--- src/rtl/disp_scan_ctrl_pkg.sv ---
// ---------------------------------------------------------------------------
// disp_pkg
// Purpose : shared types and constants for the display scan controller.
// Contents: bcd_t digit type, disp_state_t FSM encoding, SEG_BLANK pattern,
//           width constants and a max helper for counter sizing.
// ---------------------------------------------------------------------------
package disp_pkg;

    localparam int unsigned BCD_W = 4;
    localparam int unsigned SEG_W = 7;

    typedef logic [BCD_W-1:0] bcd_t;

    typedef enum logic [1:0] {
        ST_OFF,
        ST_SHOW,
        ST_BLANK
    } disp_state_t;

    // All segments off; also used for non-BCD nibbles.
    localparam logic [SEG_W-1:0] SEG_BLANK = 7'b0000000;

    function automatic int unsigned max_u(input int unsigned a, input int unsigned b);
        return (a > b) ? a : b;
    endfunction

endpackage

--- src/rtl/disp_scan_ctrl_if.sv ---
// ---------------------------------------------------------------------------
// disp_scan_ctrl_if
// Purpose : load handshake carrying a new set of BCD digits to the scanner.
// Signals : disp_bcd_in     digit k in bits [4k+3:4k], digit 0 rightmost
//           disp_load_valid source offers disp_bcd_in
//           disp_load_ready controller can accept a load
// Modports: master = value source, slave = disp_scan_ctrl.
// ---------------------------------------------------------------------------
interface disp_scan_ctrl_if #(
    parameter int unsigned DIGITS = 4
) ();

    logic [4*DIGITS-1:0] disp_bcd_in;
    logic                disp_load_valid;
    logic                disp_load_ready;

    modport master (
        output disp_bcd_in,
        output disp_load_valid,
        input  disp_load_ready
    );

    modport slave (
        input  disp_bcd_in,
        input  disp_load_valid,
        output disp_load_ready
    );

endinterface

--- src/rtl/disp_scan_ctrl_bcd_7seg.sv ---
// ---------------------------------------------------------------------------
// bcd_7seg
// Purpose : BCD to 7-segment decoder, segments {a,b,c,d,e,f,g} active-high.
//           Nibbles A-F decode to all segments off.
// Ports   : bcd_i  4-bit BCD digit
//           seg_o  7-bit segment pattern
// ---------------------------------------------------------------------------
module bcd_7seg
    import disp_pkg::*;
(
    input  bcd_t             bcd_i,
    output logic [SEG_W-1:0] seg_o
);

    always_comb begin
        seg_o = SEG_BLANK;
        case (bcd_i)
            4'd0:    seg_o = 7'b1111110;
            4'd1:    seg_o = 7'b0110000;
            4'd2:    seg_o = 7'b1101101;
            4'd3:    seg_o = 7'b1111001;
            4'd4:    seg_o = 7'b0110011;
            4'd5:    seg_o = 7'b1011011;
            4'd6:    seg_o = 7'b1011111;
            4'd7:    seg_o = 7'b1110000;
            4'd8:    seg_o = 7'b1111111;
            4'd9:    seg_o = 7'b1111011;
            default: seg_o = SEG_BLANK;
        endcase
    end

endmodule

--- src/rtl/disp_scan_ctrl.sv ---
// ---------------------------------------------------------------------------
// disp_scan_ctrl
// Purpose : time-multiplexed scan controller for a DIGITS-wide common-anode
//           7-segment display with a shared decoder, programmable dwell and
//           inter-digit blanking. New values load through a valid/ready
//           handshake into a shadow buffer and only reach the display at a
//           frame boundary (or immediately while the display is off).
// Ports   : clk, rst_n        clock, async active-low reset
//           disp_en           1 = scan, 0 = dark
//           load_if (slave)   disp_bcd_in / disp_load_valid / disp_load_ready
//           disp_seg_out      segments {a..g}, active-high
//           disp_an_out       anodes, active-low one-hot, all-1 = dark
//           disp_frame_out    1-cycle pulse when the shadow value commits
// Config  : LEADING_ZERO_BLANK_EN darkens leading zero digits (digit 0 always
//           shown); undefined shows every digit.
// ---------------------------------------------------------------------------
module disp_scan_ctrl
    import disp_pkg::*;
#(
    parameter int unsigned DIGITS    = 4,
    parameter int unsigned DWELL_CYC = 50000,
    parameter int unsigned BLANK_CYC = 500
) (
    input  logic                clk,
    input  logic                rst_n,
    input  logic                disp_en,
    disp_scan_ctrl_if.slave     load_if,
    output logic [SEG_W-1:0]    disp_seg_out,
    output logic [DIGITS-1:0]   disp_an_out,
    output logic                disp_frame_out
);

    localparam int unsigned BUF_W = BCD_W * DIGITS;
    localparam int unsigned CNT_W = $clog2(max_u(DWELL_CYC, BLANK_CYC) + 1);
    localparam int unsigned IDX_W = (DIGITS > 1) ? $clog2(DIGITS) : 1;

    localparam logic [CNT_W-1:0] DWELL_LAST = CNT_W'(DWELL_CYC - 1);
    // Wraps when BLANK_CYC is 0; the BLANK state is then unreachable.
    localparam logic [CNT_W-1:0] BLANK_LAST = CNT_W'(BLANK_CYC - 1);
    localparam logic [IDX_W-1:0] IDX_LAST   = IDX_W'(DIGITS - 1);

    disp_state_t      state_q,  state_d;
    logic [IDX_W-1:0] idx_q,    idx_d;
    logic [CNT_W-1:0] cnt_q,    cnt_d;
    logic [BUF_W-1:0] active_q, active_d;
    logic [BUF_W-1:0] shadow_q, shadow_d;
    logic             pend_q,   pend_d;
    logic             frame_q,  frame_d;

    logic             boundary;
    logic [IDX_W-1:0] idx_next;
    bcd_t             cur_bcd;
    logic [SEG_W-1:0] dec_seg;
    logic             digit_dark;

    // State registers
    always_ff @(posedge clk or negedge rst_n) begin
        if (!rst_n) begin
            state_q  <= ST_OFF;
            idx_q    <= '0;
            cnt_q    <= '0;
            active_q <= '0;
            shadow_q <= '0;
            pend_q   <= 1'b0;
            frame_q  <= 1'b0;
        end else begin
            state_q  <= state_d;
            idx_q    <= idx_d;
            cnt_q    <= cnt_d;
            active_q <= active_d;
            shadow_q <= shadow_d;
            pend_q   <= pend_d;
            frame_q  <= frame_d;
        end
    end

    assign idx_next = (idx_q == IDX_LAST) ? '0 : idx_q + IDX_W'(1);

    // Scan sequencing, shadow commit and load acceptance
    always_comb begin
        state_d  = state_q;
        idx_d    = idx_q;
        cnt_d    = cnt_q;
        active_d = active_q;
        shadow_d = shadow_q;
        pend_d   = pend_q;
        frame_d  = 1'b0;
        boundary = 1'b0;

        if (!disp_en) begin
            state_d = ST_OFF;
            idx_d   = '0;
            cnt_d   = '0;
        end else begin
            case (state_q)
                ST_OFF: begin
                    state_d = ST_SHOW;
                    idx_d   = '0;
                    cnt_d   = '0;
                end
                ST_SHOW: begin
                    if (cnt_q == DWELL_LAST) begin
                        cnt_d = '0;
                        if (BLANK_CYC != 0) begin
                            state_d = ST_BLANK;
                        end else begin
                            idx_d    = idx_next;
                            boundary = (idx_q == IDX_LAST);
                        end
                    end else begin
                        cnt_d = cnt_q + CNT_W'(1);
                    end
                end
                ST_BLANK: begin
                    if (cnt_q == BLANK_LAST) begin
                        cnt_d    = '0;
                        state_d  = ST_SHOW;
                        idx_d    = idx_next;
                        boundary = (idx_q == IDX_LAST);
                    end else begin
                        cnt_d = cnt_q + CNT_W'(1);
                    end
                end
                default: begin
                    state_d = ST_OFF;
                    idx_d   = '0;
                    cnt_d   = '0;
                end
            endcase
        end

        // While dark there is no frame to tear, so a pending load commits at once.
        if (state_q == ST_OFF) begin
            boundary = 1'b1;
        end

        // Commit needs pend_q=1 and accept needs pend_q=0, so they never collide.
        if (boundary && pend_q) begin
            active_d = shadow_q;
            pend_d   = 1'b0;
            frame_d  = 1'b1;
        end else if (load_if.disp_load_valid && !pend_q) begin
            shadow_d = load_if.disp_bcd_in;
            pend_d   = 1'b1;
        end
    end

    assign load_if.disp_load_ready = ~pend_q;
    assign disp_frame_out          = frame_q;

    assign cur_bcd = active_q[BCD_W*idx_q +: BCD_W];

    bcd_7seg u_dec (
        .bcd_i (cur_bcd),
        .seg_o (dec_seg)
    );

`ifdef LEADING_ZERO_BLANK_EN
    logic [DIGITS-1:0] lz_dark;
    logic              zero_run;

    // Digit k>0 is dark when it and every digit above it hold zero.
    always_comb begin
        lz_dark  = '0;
        zero_run = 1'b1;
        for (int k = int'(DIGITS) - 1; k > 0; k--) begin
            zero_run   = zero_run && (active_q[BCD_W*k +: BCD_W] == 4'd0);
            lz_dark[k] = zero_run;
        end
    end

    assign digit_dark = lz_dark[idx_q];
`else
    assign digit_dark = 1'b0;
`endif

    // Pin drive derived only from registered state
    always_comb begin
        disp_an_out  = '1;
        disp_seg_out = SEG_BLANK;
        if (state_q == ST_SHOW && !digit_dark) begin
            disp_an_out[idx_q] = 1'b0;
            disp_seg_out       = dec_seg;
        end
    end

endmodule

--- src/flat_wrapper.sv ---
// flat-port wrapper written by rule: the top's interface ports become plain ports
module disp_scan_ctrl_flat import disp_pkg::*;
#(
    parameter int unsigned DIGITS    = 4,
    parameter int unsigned DWELL_CYC = 50000,
    parameter int unsigned BLANK_CYC = 500
)
  (clk, rst_n, disp_en, disp_seg_out, disp_an_out, disp_frame_out, load_if_disp_bcd_in, load_if_disp_load_valid, load_if_disp_load_ready);
  disp_scan_ctrl_if #(.DIGITS(DIGITS)) load_if_i ();
  input  logic clk;
  input  logic rst_n;
  input  logic disp_en;
  output logic [SEG_W-1:0] disp_seg_out;
  output logic [DIGITS-1:0] disp_an_out;
  output logic disp_frame_out;
  input wire logic [$bits(load_if_i.disp_bcd_in)-1:0] load_if_disp_bcd_in;
  input wire logic [$bits(load_if_i.disp_load_valid)-1:0] load_if_disp_load_valid;
  output wire logic [$bits(load_if_i.disp_load_ready)-1:0] load_if_disp_load_ready;
  assign load_if_i.disp_bcd_in = load_if_disp_bcd_in;
  assign load_if_i.disp_load_valid = load_if_disp_load_valid;
  assign load_if_disp_load_ready = load_if_i.disp_load_ready;
  disp_scan_ctrl #(.DIGITS(DIGITS), .DWELL_CYC(DWELL_CYC), .BLANK_CYC(BLANK_CYC)) u_core (.clk(clk), .rst_n(rst_n), .disp_en(disp_en), .load_if(load_if_i), .disp_seg_out(disp_seg_out), .disp_an_out(disp_an_out), .disp_frame_out(disp_frame_out));
endmodule
--- config.mk ---
export PLATFORM = sky130hd
export DESIGN_NAME = disp_scan_ctrl_flat
export DESIGN_NICKNAME = d
export VERILOG_FILES = /design/src/rtl/disp_scan_ctrl_pkg.sv /design/src/rtl/disp_scan_ctrl_if.sv /design/src/rtl/disp_scan_ctrl_bcd_7seg.sv /design/src/rtl/disp_scan_ctrl.sv /design/src/flat_wrapper.sv
export SDC_FILE = /design/constraint.sdc
export NUM_CORES = 1
export LEC_CHECK = 0
export BUFFER_PORTS_ARGS = -buffer_cell sky130_fd_sc_hd__buf_4
export CORE_MARGIN = 10
export CORE_UTILIZATION = 55
export DETAILED_ROUTE_END_ITERATION = 10
export PLACE_DENSITY = 0.75
export SYNTH_ARGS = -nofsm -noshare
export SYNTH_HDL_FRONTEND = slang
export SYNTH_HIERARCHICAL = 1
export SYNTH_SLANG_ARGS = --single-unit
--- constraint.sdc ---
create_clock -name clk -period 5.4 [get_ports clk]
set_clock_uncertainty 0.2 [all_clocks]
set_input_delay 0.81 -clock clk [delete_from_list [all_inputs] [get_ports clk]]
set_output_delay 0.81 -clock clk [all_outputs]
set_load 0.1 [all_outputs]
==> out/metrics.yaml <==
cts:
  cts_resized: 0
  clk_path_buf_depth: 2
  htree_levels: 2
  ctsRootBufferMaster: "clkbuf_8"
  hold_buffers: 0
  clk_latency_ps: 300
  cts_made_buffers: 5
  clk_pin_slew_ps: 100
  cts.sinks: 54
  post_cts_buffers: 0
  cts_tree: "done"
logic_synthesis:
  synth_cells: 298
  yosysSeqAreaShare_pct: 43.22
  ys_warn_count: 6
  avgSynthCellArea_um2: 10.49
  yosysTopAreaCell: "dfrtp_1"
  synth.distinct_cells: 46
  ys_ff_latch: 54
  synth_edf_count: 0
  synthTopCellsByArea: "dfrtp_1 43%, ha_1 6.0%, mux2_2 5.8%, o211ai_1 4.3%, nand4_1 4.0%"
  syn-num-nets: 333
  synth_ff_type: "dfrtp_1"
  netlist.area_leader.share_pct: 43.22
  syn_area_um2: 3127
  async_reset_ff_share_pct: 100.0
global_routing:
  first_global_vias: 2303
  grt_pass1_wl_um: 11470
  antenna_found_initial: 0
  overflow: 0
  gr-usage-all-layers_pct: 15.32
  grt_max_degree: 55
die:
  fp.coreArea_um2: 5507
  die_x_um: 95.40
  rows: 27
  die_height_um: 95.40
  fp.dieArea_um2: 9101
  start_util_pct: 56.78
  ios: 33
job:
  drv_cap: 0
placed_design:
  numPortBuffers: 32
  place.gp.congestion: 0.8465
  hpwl_um: 4724
  dp.cells: 382
setup_path:
  crit_type: "flip-flop to output port"
  worst-path-max-fanout: 9
  r2r_cells: 5
  end_kind: "output port"
  r2r-end: "u_core/active_q[8]"
  crit_path_end: "disp_seg_out[1]"
  r2r_slack_ps: 2690
  arrival_ps: 2510
  required_ps: 4390
  startpoint_type: "flip-flop"
  critical_path.startpoint: "u_core/idx_q[0]"
  r2r_start: "u_core/cnt_q[2]"
sta:
  slew_headroom_pct: 54.89
  rsz0062_at_grt: "no"
  tns_ps: 0
  finalMaxSlewViolations: 0
  max_freq_mhz: 284.1
  final_hold_viol_count: 0
  fin_crit_sh_pct: 65.18
  finalCriticalPeriod_ps: 3520
  max_slew.worst_pin.slew_ps: 676.6
  setup_violations: 0
final_layout:
  diodes: 0
  syn_to_final_growth_pct: 11.00
  layout.cells.most_common: "dfrtp_1"
  final_nets: 352
  final_util_pct: 63.03
  layout_common_cells: "54 x dfrtp_1, 34 x buf_4, 20 x nand4_1, 20 x nor2_1, 18 x o211ai_1"
  stdcell_count: 390
  drive_above_1_share_pct: 22.01
drt:
  drt-initial-drc-count: 186
  drc_errors: 0
  wirelength_um: 6932
  vias: 2409
  wl_per_cell_um: 17.77
  ant_nets: 0
  drt_first_pass_iters: 4
  avgViaCountPerCell: 6.177
power:
  power_density_nw_per_um2: 531.9
  leakage_nw: 1.400
  ir_drop_mv: 0.2773
  fin_total_pwr_mw: 1.846
status:
  outcome: "complete, no violations"
min_path:
  hp-class: "flip-flop to flip-flop"
==> metal layers <==
layer / share of wire [%] / track usage, % / routed length, um / vias up
li1: - / - / - / 1126
met2: 46 / 22.27 / 3200 / 74
met4: 0.23 / 4.423 / 16 / 0
met5: 0 / 0 / 0 / -
met1: 48 / 21.91 / 3306 / 1207
met3: 5.9 / 4.006 / 408 / 2
==> through the flow <==
stage / hold WS (ps) / setup slack [ps] / cell area, um^2
3_5_place_dp: 278.7 / 2209 / 3366
2_1_floorplan: 250.0 / 1863 / 3127
6_report: 294.8 / 1880 / 3471
5_1_grt: 337.7 / 1700 / 3471
4_1_cts: 293.3 / 1872 / 3471
3_3_place_gp: 271.5 / 2274 / 3366
==> state kept, by name, summed over array words and instances, names as in the netlist <==
name and flops:
u_core/pend_q 1, u_core/active_q 16, u_core/idx_q 2, u_core/state_q 2, u_core/shadow_q 16, u_core/disp_frame_out 1
u_core/cnt_q 16
==> how the worst min path moves through the flow <==
stage                    startpoint              end  slack (ps)  depth (start not counted)
floorplan           u_core/cnt_q[0]  u_core/cnt_q[0]         250                          1
global placement    u_core/cnt_q[0]  u_core/cnt_q[0]         270                          1
detailed placement  u_core/cnt_q[0]  u_core/cnt_q[0]         280                          1
CTS                 u_core/cnt_q[0]  u_core/cnt_q[0]         290                          1
global route        u_core/cnt_q[0]  u_core/cnt_q[0]         340                          1
finish              u_core/cnt_q[0]  u_core/cnt_q[0]         290                          1
==> synthesized netlist by cell type, types with 2 or more instances <==
library cell,count
nor2_1,20
nand3_1,5
nand4b_1,5
mux4_2,4
nor3_1,2
or3_1,2
xnor2_1,8
o22ai_1,5
o41ai_1,2
buf_2,2
dfrtp_1,54
buf_6,3
xor2_1,5
o211ai_1,18
and3_1,4
ha_1,15
nand4_1,20
nand2b_1,16
a21oi_1,7
nand2_1,8
nor4_1,2
o21ai_0,4
clkbuf_1,15
and2_1,9
inv_1,12
a22oi_1,16
mux2_2,16
==> area by class of cell <==
cell class | instances | area [um^2]
Fill cell | 474 | 2036
Sequential cell | 54 | 1351
Tap cell | 72 | 90.09
Clock buffer | 7 | 96.34
Inverter | 14 | 52.55
Timing Repair Buffer | 34 | 255.2
Multi-Input combinational cell | 208 | 1617
Clock inverter | 1 | 8.758
==> worst max-delay path, stage by stage (launching register included) <==
cell and delay [ps]:
dfrtp_1 570, mux4_2 650, inv_2 140, ha_1 200, mux2i_1 90, o22ai_1 140, and2_1 140, buf_4 280
==> where the power goes <==
group / switching (mW) / leakage, nW / internal (mW)
combinational: 0.563 / 0.668 / 0.343
clock: 0.130 / 0.0544 / 0.118
sequential: 0.149 / 0.677 / 0.543
==> logic make-up after synthesis <==
kind of cell	share of synthesized area (%)
xor+xnor	3.641
fa+ha+maj	6.002
simple gates	18.45
compound gates	14.45
flops	43.22
mux	8.964
buf+inv	5.282
No activity file was read; power rests on OpenSTA's default activity.
